<file path="config.mk">
export PLATFORM = sky130hd
export DESIGN_NAME = le_config_loader
export DESIGN_NICKNAME = d
export VERILOG_FILES = /design/src/rtl/le_cfg_pkg.sv /design/src/rtl/le_cfg_shifter.sv /design/src/rtl/le_config_loader.sv
export SDC_FILE = /design/constraint.sdc
export NUM_CORES = 1
export LEC_CHECK = 0
export CORE_MARGIN = 8
export CORE_UTILIZATION = 52
export CTS_BUF_LIST = sky130_fd_sc_hd__clkbuf_8
export DETAILED_ROUTE_END_ITERATION = 12
export PLACE_DENSITY = 0.89
export SYNTH_ARGS = -nofsm -noshare
export SYNTH_HDL_FRONTEND = slang
export SYNTH_HIERARCHICAL = 1
export SYNTH_SLANG_ARGS = --single-unit
</file>
<file path="constraint.sdc">
create_clock -name clk -period 3.7 [get_ports clk]
set_clock_uncertainty 0.1 [all_clocks]
set_input_delay 0.37 -clock clk [delete_from_list [all_inputs] [get_ports clk]]
set_output_delay 0.37 -clock clk [all_outputs]
set_load 0.1 [all_outputs]
</file>
<file path="src/rtl/le_cfg_pkg.sv">
// Shared constants, function codes, FSM state encodings and the select range check
// for the logic-element configuration loader.
package le_cfg_pkg;

    localparam int FUNC_W = 3;
    localparam int SEL_W  = 6;
    localparam int CFG_W  = 15;

    localparam int FUNC_LSB  = 0;
    localparam int SEL_A_LSB = 3;
    localparam int SEL_B_LSB = 9;

    typedef enum logic [FUNC_W-1:0] {
        FN_AND  = 3'd0,
        FN_OR   = 3'd1,
        FN_NOT  = 3'd2,
        FN_XOR  = 3'd3,
        FN_XNOR = 3'd4,
        FN_NAND = 3'd5,
        FN_NOR  = 3'd6,
        FN_BUF  = 3'd7
    } func_e;

    localparam logic [1:0] ST_IDLE   = 2'd0;
    localparam logic [1:0] ST_SHIFT  = 2'd1;
    localparam logic [1:0] ST_COMMIT = 2'd2;
    localparam logic [1:0] ST_SETTLE = 2'd3;

    // Every 3-bit function code is defined, so only the two selects can be out of range.
    function automatic logic cfg_elem_ok(input logic [CFG_W-1:0] cfg, input int num_inputs);
        logic [SEL_W-1:0] w_sel_a;
        logic [SEL_W-1:0] w_sel_b;
        w_sel_a = cfg[SEL_A_LSB +: SEL_W];
        w_sel_b = cfg[SEL_B_LSB +: SEL_W];
        return (int'({26'd0, w_sel_a}) < num_inputs) && (int'({26'd0, w_sel_b}) < num_inputs);
    endfunction

endpackage

</file>
<file path="src/rtl/le_cfg_shifter.sv">
// Shadow shift register and accepted-bit counter for the configuration loader.
// o_full flags that the bit being shifted this cycle completes the frame.
module le_cfg_shifter #(
    parameter int TOTAL_W = 120,
    parameter int CNT_W   = $clog2(TOTAL_W + 1)
) (
    input  logic               clk,
    input  logic               rst,
    input  logic               i_clear,
    input  logic               i_shift,
    input  logic               i_bit,
    output logic [TOTAL_W-1:0] o_shadow,
    output logic               o_full
);

    logic [TOTAL_W-1:0] r_shadow;
    logic [CNT_W-1:0]   r_count;

    // MSB-first: the first bit received ends up in the top position.
    always_ff @(posedge clk or posedge rst) begin
        if (rst) begin
            r_shadow <= '0;
            r_count  <= '0;
        end else if (i_clear) begin
            r_shadow <= '0;
            r_count  <= '0;
        end else if (i_shift) begin
            r_shadow <= {r_shadow[TOTAL_W-2:0], i_bit};
            r_count  <= r_count + 1'b1;
        end
    end

    assign o_shadow = r_shadow;
    assign o_full   = i_shift && (r_count == CNT_W'(TOTAL_W - 1));

endmodule

</file>
<file path="src/rtl/le_config_loader.sv">
// Serial configuration loader: shift a frame in, commit it atomically, settle, flag valid.
// Define LE_CFG_RANGE_CHECK_EN to reject frames whose selects exceed NUM_INPUTS-1.
module le_config_loader
    import le_cfg_pkg::*;
#(
    parameter int NUM_LE        = 8,
    parameter int NUM_INPUTS    = 37,
    parameter int SETTLE_CYCLES = 4
) (
    input  logic                    clk,
    input  logic                    rst,
    input  logic                    start,
    input  logic                    abort,
    input  logic                    bit_in,
    input  logic                    bit_valid,
    output logic                    bit_ready,
    output logic [NUM_LE*CFG_W-1:0] active_cfg,
    output logic                    cfg_valid,
    output logic                    busy,
    output logic                    done,
    output logic                    err
);

    localparam int TOTAL_W = NUM_LE * CFG_W;
    localparam int ST_W    = (SETTLE_CYCLES > 1) ? $clog2(SETTLE_CYCLES) : 1;
    localparam logic [ST_W-1:0] SETTLE_LAST = ST_W'((SETTLE_CYCLES > 0) ? SETTLE_CYCLES - 1 : 0);

    logic [1:0]         r_state;
    logic [TOTAL_W-1:0] r_active;
    logic               r_valid;
    logic               r_done;
    logic [ST_W-1:0]    r_settle;

    logic [TOTAL_W-1:0] w_shadow;
    logic               w_full;
    logic               w_accept;
    logic               w_clear;

    // abort wins over a bit offered in the same cycle, so that bit is never shifted.
    assign w_accept = (r_state == ST_SHIFT) && bit_valid && !abort;
    assign w_clear  = ((r_state == ST_IDLE) && start) || ((r_state == ST_SHIFT) && abort);

    le_cfg_shifter #(
        .TOTAL_W (TOTAL_W)
    ) u_shifter (
        .clk      (clk),
        .rst      (rst),
        .i_clear  (w_clear),
        .i_shift  (w_accept),
        .i_bit    (bit_in),
        .o_shadow (w_shadow),
        .o_full   (w_full)
    );

`ifdef LE_CFG_RANGE_CHECK_EN
    logic r_err;
    logic w_cfg_ok;

    always_comb begin
        w_cfg_ok = 1'b1;
        for (int i = 0; i < NUM_LE; i++) begin
            if (!cfg_elem_ok(w_shadow[i*CFG_W +: CFG_W], NUM_INPUTS)) begin
                w_cfg_ok = 1'b0;
            end
        end
    end
`endif

    always_ff @(posedge clk or posedge rst) begin
        if (rst) begin
            r_state  <= ST_IDLE;
            r_active <= '0;
            r_valid  <= 1'b0;
            r_done   <= 1'b0;
            r_settle <= '0;
`ifdef LE_CFG_RANGE_CHECK_EN
            r_err    <= 1'b0;
`endif
        end else begin
            r_done <= 1'b0;
`ifdef LE_CFG_RANGE_CHECK_EN
            r_err  <= 1'b0;
`endif
            case (r_state)
                ST_IDLE: begin
                    if (start) begin
                        r_state <= ST_SHIFT;
                    end
                end
                ST_SHIFT: begin
                    if (abort) begin
                        r_state <= ST_IDLE;
                    end else if (w_full) begin
                        r_state <= ST_COMMIT;
                    end
                end
                ST_COMMIT: begin
`ifdef LE_CFG_RANGE_CHECK_EN
                    if (!w_cfg_ok) begin
                        r_err   <= 1'b1;
                        r_state <= ST_IDLE;
                    end else
`endif
                    begin
                        r_active <= w_shadow;
                        r_settle <= '0;
                        // With no settle interval the new frame is usable straight away.
                        if (SETTLE_CYCLES == 0) begin
                            r_valid <= 1'b1;
                            r_done  <= 1'b1;
                            r_state <= ST_IDLE;
                        end else begin
                            r_valid <= 1'b0;
                            r_state <= ST_SETTLE;
                        end
                    end
                end
                ST_SETTLE: begin
                    if (r_settle == SETTLE_LAST) begin
                        r_valid <= 1'b1;
                        r_done  <= 1'b1;
                        r_state <= ST_IDLE;
                    end else begin
                        r_settle <= r_settle + 1'b1;
                    end
                end
                default: r_state <= ST_IDLE;
            endcase
        end
    end

    assign active_cfg = r_active;
    assign cfg_valid  = r_valid;
    assign busy       = (r_state != ST_IDLE);
    assign bit_ready  = (r_state == ST_SHIFT);
    assign done       = r_done;
`ifdef LE_CFG_RANGE_CHECK_EN
    assign err        = r_err;
`else
    assign err        = 1'b0;
`endif

endmodule

</file>
==> results list <==
* Run status: finished clean
* Post-synthesis compound-gate area fraction: less than 1%
* Unrepaired setup endpoints after global routing: false
- STA classifies the critical path endpoint as a primary output.
- For this run, the leading register cell type out of synthesis is sky130_fd_sc_hd__dfrtp_1.
* Achievable clock frequency: ~340 MHz
- The via count of the first global-routing pass is about 6300.
- The mapped netlist covers 0.0104 mm^2.
* Placement Cell Area: about 0.012 mm^2
- The worst setup path is of the reg -> out kind.
- In this run, post-CTS hold repair placed 0 buffers.
* Number of endpoints failing setup at the final stage: 0
- The count of buffers added on input and output ports is around 130.
* Number of instances in the synthesized netlist: around 700
* Sequential group share of total power: between 50% and 60%
- Largest buffer count on any clock path: 3
* Largest fanout on the critical path: 12
- Data arrives at the worst endpoint at ~2.5 ns.
* Element type at the critical path start: flip-flop
- The net count of the finished layout is about 860.
- Min cycle time layout: slightly below 3 ns
- Power dissipated by switching net loads: 1240 uW
- Worst-case register-to-register setup slack: between 1 and 1.5 ns
* Slew at the pin closest to its max-slew limit: 1.02 ns
- Number of flip-flops and latches in the synthesized netlist: 253
- The internal power of the cells totals 4210 uW.
- Final Max Tran Viols: 0
- Of the total power, the share spent switching nets is between 20% and 30%.
- Floorplan Core Area: slightly below 0.02 mm^2
* Resized Gates After CTS: 0
* Logic pwr share: under 10%
* Count of inserted antenna diode cells: 0
- DPL Wire Length: ~12000 um
* Num Clock Sinks: around 250
- TritonCTS built the clock tree.
- Of the total synthesized cell area, the portion taken by XOR and XNOR cells is 0.337%.
- The analysis attributes to cell leakage a power of approximately 0.0058 uW.
* Via density per instance: approximately 5
* Post-Layout Inst Area: 0.0126 mm^2
- Yosys mapped the design onto 34 distinct sky130hd cell types.
- Origin of the critical flop-to-flop path: r_state[0]$_DFFE_PP0P_
* All-Layer GR Usage: 16.8%
* Share of cells above drive strength 1: around 22%
- Clock network fraction of design power: around 44%
* Count of final hold-check violations: 0
- At the end of routability-driven placement, the weighted congestion stood at 0.709.
- Multiplexer cells account for roughly 28% of the synthesized area.
- Post-synthesis area per instance: between 10 and 15 um^2
- The most critical setup path has its endpoint at bit_ready.
- Count of cells along the worst register-to-register path: 5
- For this run, the register share of the synthesized area comes to between 60 and 70%.
- Class of the worst hold path: in -> async
- Initial drt markers: 278
- Remaining DRCs: 0
* Part of the cycle the worst path needs: between 80% and 90%
- The worst-case IR drop observed on VDD is around 0.36 mV.
* Row count: 51
- Buffers added to address setup during post-CTS repair amount to 0.
- The pre-antenna-repair detailed-routing pass consisted of 4 iterations.
* Number of H-tree branching levels: 2
- By area, the combinational part of the netlist is dominated by multiplexers.
* Initial Utilization: a little over half
- # IOs: about 130
- The floorplan step set the die width to between 150 and 200 um.
* Pin count of the biggest net entering global routing: roughly 130
- Across the run, the number of max-cap violations was 0.
- Summing the areas of all fa, ha and maj instances in the mapped netlist gives less than 1% of the synthesized area.
- Remaining max-slew budget at the tightest pin: between 30% and 40%
- Commonest cells after routing, fill and taps aside: sky130_fd_sc_hd__dfrtp_1, sky130_fd_sc_hd__clkdlybuf4s50_1, sky130_fd_sc_hd__nor2_1
- Clock transition at path regs: 0.06 ns
- Antenna Nets Post-Route: 0
* CP startpoint: r_state[0]$_DFFE_PP0P_
- For this run the aggregate overflow at the end of global routing stands at 0.
* Antenna violations before repair: 0
- Power spread over the standard cell area amounts to about 430 mW/mm^2.
- For this run, asynchronously set or reset flops after synthesis account for 100%.
- In this run, CTS created clock tree buffers numbering between 40 and 50.
- For the worst setup path, the data required time is around 3.2 ns.
* Vias post-DR: 5833
- Layout-stage area growth over the synthesis result: 21.4%
- At the placement stage, the worst setup path has a slack of roughly 1.2 ns.
- Worst-case setup margin in the final layout: 0.739 ns
- Adding up every negative setup slack in the final design gives 0 ns.
* Most frequent standard cell in the layout excluding fill and tap cells: sky130_fd_sc_hd__dfrtp_1
* Insertion delay to the later sink of the worst-skew pair: between 0.5 and 0.6 ns
* Library cell used as clock root buffer: sky130_fd_sc_hd__clkbuf_8
- Simple logic cell fraction of the synthesized area: under 10%
- Reg-to-reg endpoint: u_shifter/o_shadow[54]$_DFFE_PP0P_
- Wire length per cell: between 15 and 20 um
- Wires add up to approximately 20000 um.
- Floorplan die area: about 0.025 mm^2
- Ys Warns: 6
- Die height: roughly 160 um
- Count of flip-flops with a built-in enable after synthesis: 0
* Synth Net Count: between 700 and 800
- Global-route wire length before repair: ~34000 um
## worst max-delay path: stages (launching register included)
cell	delay (ns)
sky130_fd_sc_hd__dfrtp_1	0.54
sky130_fd_sc_hd__nor2b_1	0.25
sky130_fd_sc_hd__clkdlybuf4s50_1	1.17
## flip-flops by register name (all words and copies together) (netlist names), named ones only
register            cells
cfg_valid               1
r_state                 1
u_shifter/o_shadow    120
u_shifter/r_count       7
active_cfg            120
r_settle                2
done                    1
## worst min path at each step
stage,cells after the start,endpoint,startpoint,slack [ns]
CTS,2,active_cfg[64]$_DFFE_PP0P_,rst,0.20
finish,2,active_cfg[64]$_DFFE_PP0P_,rst,0.21
detailed placement,1,active_cfg[60]$_DFFE_PP0P_,active_cfg[60]$_DFFE_PP0P_,0.39
global placement,2,cfg_valid$_DFFE_PP0P_,cfg_valid$_DFFE_PP0P_,0.38
global route,2,active_cfg[64]$_DFFE_PP0P_,rst,0.24
floorplan,1,active_cfg[119]$_DFFE_PP0P_,u_shifter/o_shadow[119]$_DFFE_PP0P_,0.38
## logic make-up after synthesis
kind of cell,count (synthesis)
multiplexers,241
other,1
AO/OA/AOI/OAI,9
adder cells (fa/ha/maj),2
AND/OR/NAND/NOR,152
XOR/XNOR,4
buffers and inverters,47
flip-flops,253
## cell usage after synthesis, types with 2 or more instances
library cell / count / area, um^2
sky130_fd_sc_hd__dfrtp_1: 253 / 6330
sky130_fd_sc_hd__nor2_1: 126 / 473
sky130_fd_sc_hd__mux2i_1: 121 / 1210
sky130_fd_sc_hd__mux2_4: 89 / 1340
sky130_fd_sc_hd__mux2_2: 31 / 349
sky130_fd_sc_hd__buf_4: 12 / 90.1
sky130_fd_sc_hd__clkbuf_1: 11 / 41.3
sky130_fd_sc_hd__buf_12: 10 / 200
sky130_fd_sc_hd__buf_2: 10 / 50.1
sky130_fd_sc_hd__a21oi_1: 5 / 25.0
sky130_fd_sc_hd__nand2_1: 4 / 15.0
sky130_fd_sc_hd__nand3_1: 4 / 20.0
sky130_fd_sc_hd__inv_1: 3 / 11.3
sky130_fd_sc_hd__nand4_1: 3 / 18.8
sky130_fd_sc_hd__xor2_1: 3 / 26.3
sky130_fd_sc_hd__and3_1: 2 / 12.5
sky130_fd_sc_hd__ha_1: 2 / 25.0
sky130_fd_sc_hd__nand2b_1: 2 / 12.5
sky130_fd_sc_hd__o21ai_0: 2 / 10.0
sky130_fd_sc_hd__or3_1: 2 / 12.5
## per-layer routing
| layer | routed length [um] | global-route usage [%] | up-vias |
|---|---|---|---|
| li1 | - | - | 2689 |
| met1 | 9080 | 22.2 | 2981 |
| met2 | 9560 | 26.9 | 136 |
| met3 | 1140 | 4.03 | 27 |
| met4 | 283 | 5.08 | 0 |
| met5 | 0 | 0 | - |
## through the flow
stage	power, uW	instances	util [%]	hold slack, ns
6_report	5450	1138	64.6	0.213
3_3_place_gp	3100	1068	60.3	0.381
5_1_grt	5660	1138	64.6	0.243
4_1_cts	5520	1138	64.6	0.199
3_5_place_dp	3100	1068	60.3	0.392
2_1_floorplan	3040	709	-	0.381
## power groups by stage
stage	registers (uW)	clock network (uW)	logic (uW)
final	2780	2400	265
after global placement	2830	0	270
after CTS	2780	2470	274
after global routing	2780	2590	294
after floorplan	2830	0	211
after detailed placement	2830	0	273
## cell type report
class | count | area, um^2
fill | 1434 | 6920
inverter | 3 | 18.8
clock inverter | 16 | 88.8
multi-input combinational | 409 | 3660
timing repair buffer | 138 | 1430
sequential | 253 | 6330
clock buffer | 54 | 743
tap | 265 | 332
(Power assumes the default switching activity.)
==> variant, RTL diff (same settings) <==
Add a define of `LE_CFG_RANGE_CHECK_EN`.
--- a/src/rtl/le_config_loader.sv
+++ b/src/rtl/le_config_loader.sv
@@ -2,2 +2,4 @@
 // Define LE_CFG_RANGE_CHECK_EN to reject frames whose selects exceed NUM_INPUTS-1.
+`define LE_CFG_RANGE_CHECK_EN
+
 module le_config_loader
Formal check against the unedited RTL: no difference found for any inputs over 10 cycles, from zero or initial values and one cycle with rst high; that may be too few to reach the edited logic, so the function may still have changed.
==> variant against the unedited design <==
Power decreased by 1.8%; design area increased by 1.8%; setup slack improved by 0.13 ns; clock power decreased by 4%; area after synthesis increased by 0.92%; register-to-register slack got worse by 0.35 ns; core utilization decreased by 0.50 points; routed wire length increased by 13%; via count increased by 8.2%; die area increased by 0.82%; sequential cell count increased by 1; largest power group unchanged.
==> variant: results (changes against the unedited design) <==
outcome: "finished clean"
grt_max_degree: 128  # unchanged
grt_antenna_before_repair: 0  # unchanged
post-cts-setup-buffers: 0  # unchanged
gp_congestion: 0.764  # +7.8%
syn_nets: 765  # +6.7%
drtPass1Iterations: 4  # unchanged
grt_pass1_wl_um: 37300  # +11%
worstPathMaxFanout: 7  # -5
multi_input_cells: 455  # +11%
slowest_stage: "clkdlybuf4s50_1"
dp.cells: 1125  # +5.3%
grt.total_usage: 0.188  # +0.0209
postPlaceCellArea_mm2: 0.0120  # +2.3%
n_sequential_cell: 254  # +0.40%
power_leakage_nw: 6.11  # +5.3%
vias_per_cell: 5.30  # +3.3%
nets: 906  # +5.8%
routed_wl_um: 22600  # +13%
die_width_um: 158  # +0.41%
critPathArrivalTime_ns: 2.36  # -0.13 ns
avgSynthCellArea_um2: 13.8  # -5.5%
fill_cells: 1515  # +5.6%
place_ws_ns: 1.06  # -0.127 ns
port_buffers: 130  # +0.78%
vias: 6313  # +8.2%
buffers: 140  # +1.4%
inverters: 6  # +3
ctsResizeCount: 0  # unchanged
numCtsBuffers: 41  # -4.7%
nonClkBufAreaFrac: 0.114  # +0.000487
synth_top_cells_by_count: "254 x dfrtp_1, 131 x nor2_1, 123 x mux2i_1, 67 x mux2_4, 53 x mux2_2"
yosysSeqAreaShare: 0.606  # -0.00314
multi_input_area_share: 0.300  # +0.00977
path_delay_family: "buffers and inverters"
multi_input_area_mm2: 0.00386  # +5.3%
drt_iter0_drc: 349  # +26%
critPathMaxStageDelay_ns: 1.14  # -0.03 ns
p_sw_mw: 1.21  # -2.4%
vdd.ir_drop.worst_v: 0.000283  # -21%
synth_area_leaders: "dfrtp_1 61%, mux2i_1 12%, mux2_4 9.6%"
clock_area_frac: 0.0620  # -0.00402
drive_gt1_frac: 0.209  # -0.0129
worstMarginPinSlew_ns: 1.06  # +0.0384 ns
first_global_vias: 6865  # +8.2%
cts-root-buf: "clkbuf_8"
hpwl_um: 14700  # +20%
seqCellArea_mm2: 0.00636  # +0.40%
synth.distinct_cells: 33  # -2.9%
==> variant: changes by cell type after synthesis, sizes merged, moves of 3 or more <==
cell,change
o21ai,+18
o211ai,+15
inv,+3
nor2,+5
nand4,+8
==> variant: per-layer routing <==
metal	global-route usage	vias up	part of all wire
li1	-	2912	-
met1	0.245	3216	0.43
met2	0.309	154	0.49
met3	0.0407	31	0.055
met4	0.0647	0	0.019
met5	0	-	0
==> variant: worst paths after layout <==
kind	start	end	slack [ns]	cells after the start
min in group clk	bit_in	u_shifter/o_shadow[0]$_DFFE_PP0P_	0.37	3
max reg2reg	u_shifter/o_shadow[42]$_DFFE_PP0P_	active_cfg[114]$_DFFE_PP0P_	0.96	6
max in group asynchronous	rst	u_shifter/o_shadow[102]$_DFFE_PP0P_	2.40	3
min	rst	active_cfg[105]$_DFFE_PP0P_	0.22	2
min reg2reg	cfg_valid$_DFFE_PP0P_	cfg_valid$_DFFE_PP0P_	0.40	1
max	r_state[0]$_DFFE_PP0P_	bit_ready	0.87	3
==> variant: power groups by stage <==
stage / Clock, mW / Sequential, mW / Combinational, mW
after floorplan: 0 / 2.84 / 0.192
after global placement: 0 / 2.84 / 0.256
after detailed placement: 0 / 2.84 / 0.258
after CTS: 2.39 / 2.79 / 0.258
after global routing: 2.50 / 2.79 / 0.277
final: 2.31 / 2.79 / 0.253
==> variant: cell families (layout without fill, tap and decap cells) <==
logic type | Yosys count | after routing | share of synthesized area
AO/OA/AOI/OAI | 46 | 46 | 0.0275
XOR/XNOR | 4 | 4 | 0.00334
adder cells (fa/ha/maj) | 2 | 2 | 0.00239
buffers and inverters | 48 | 213 | 0.0266
flip-flops | 254 | 254 | 0.606
multiplexers | 243 | 243 | 0.270
AND/OR/NAND/NOR | 160 | 160 | 0.0633
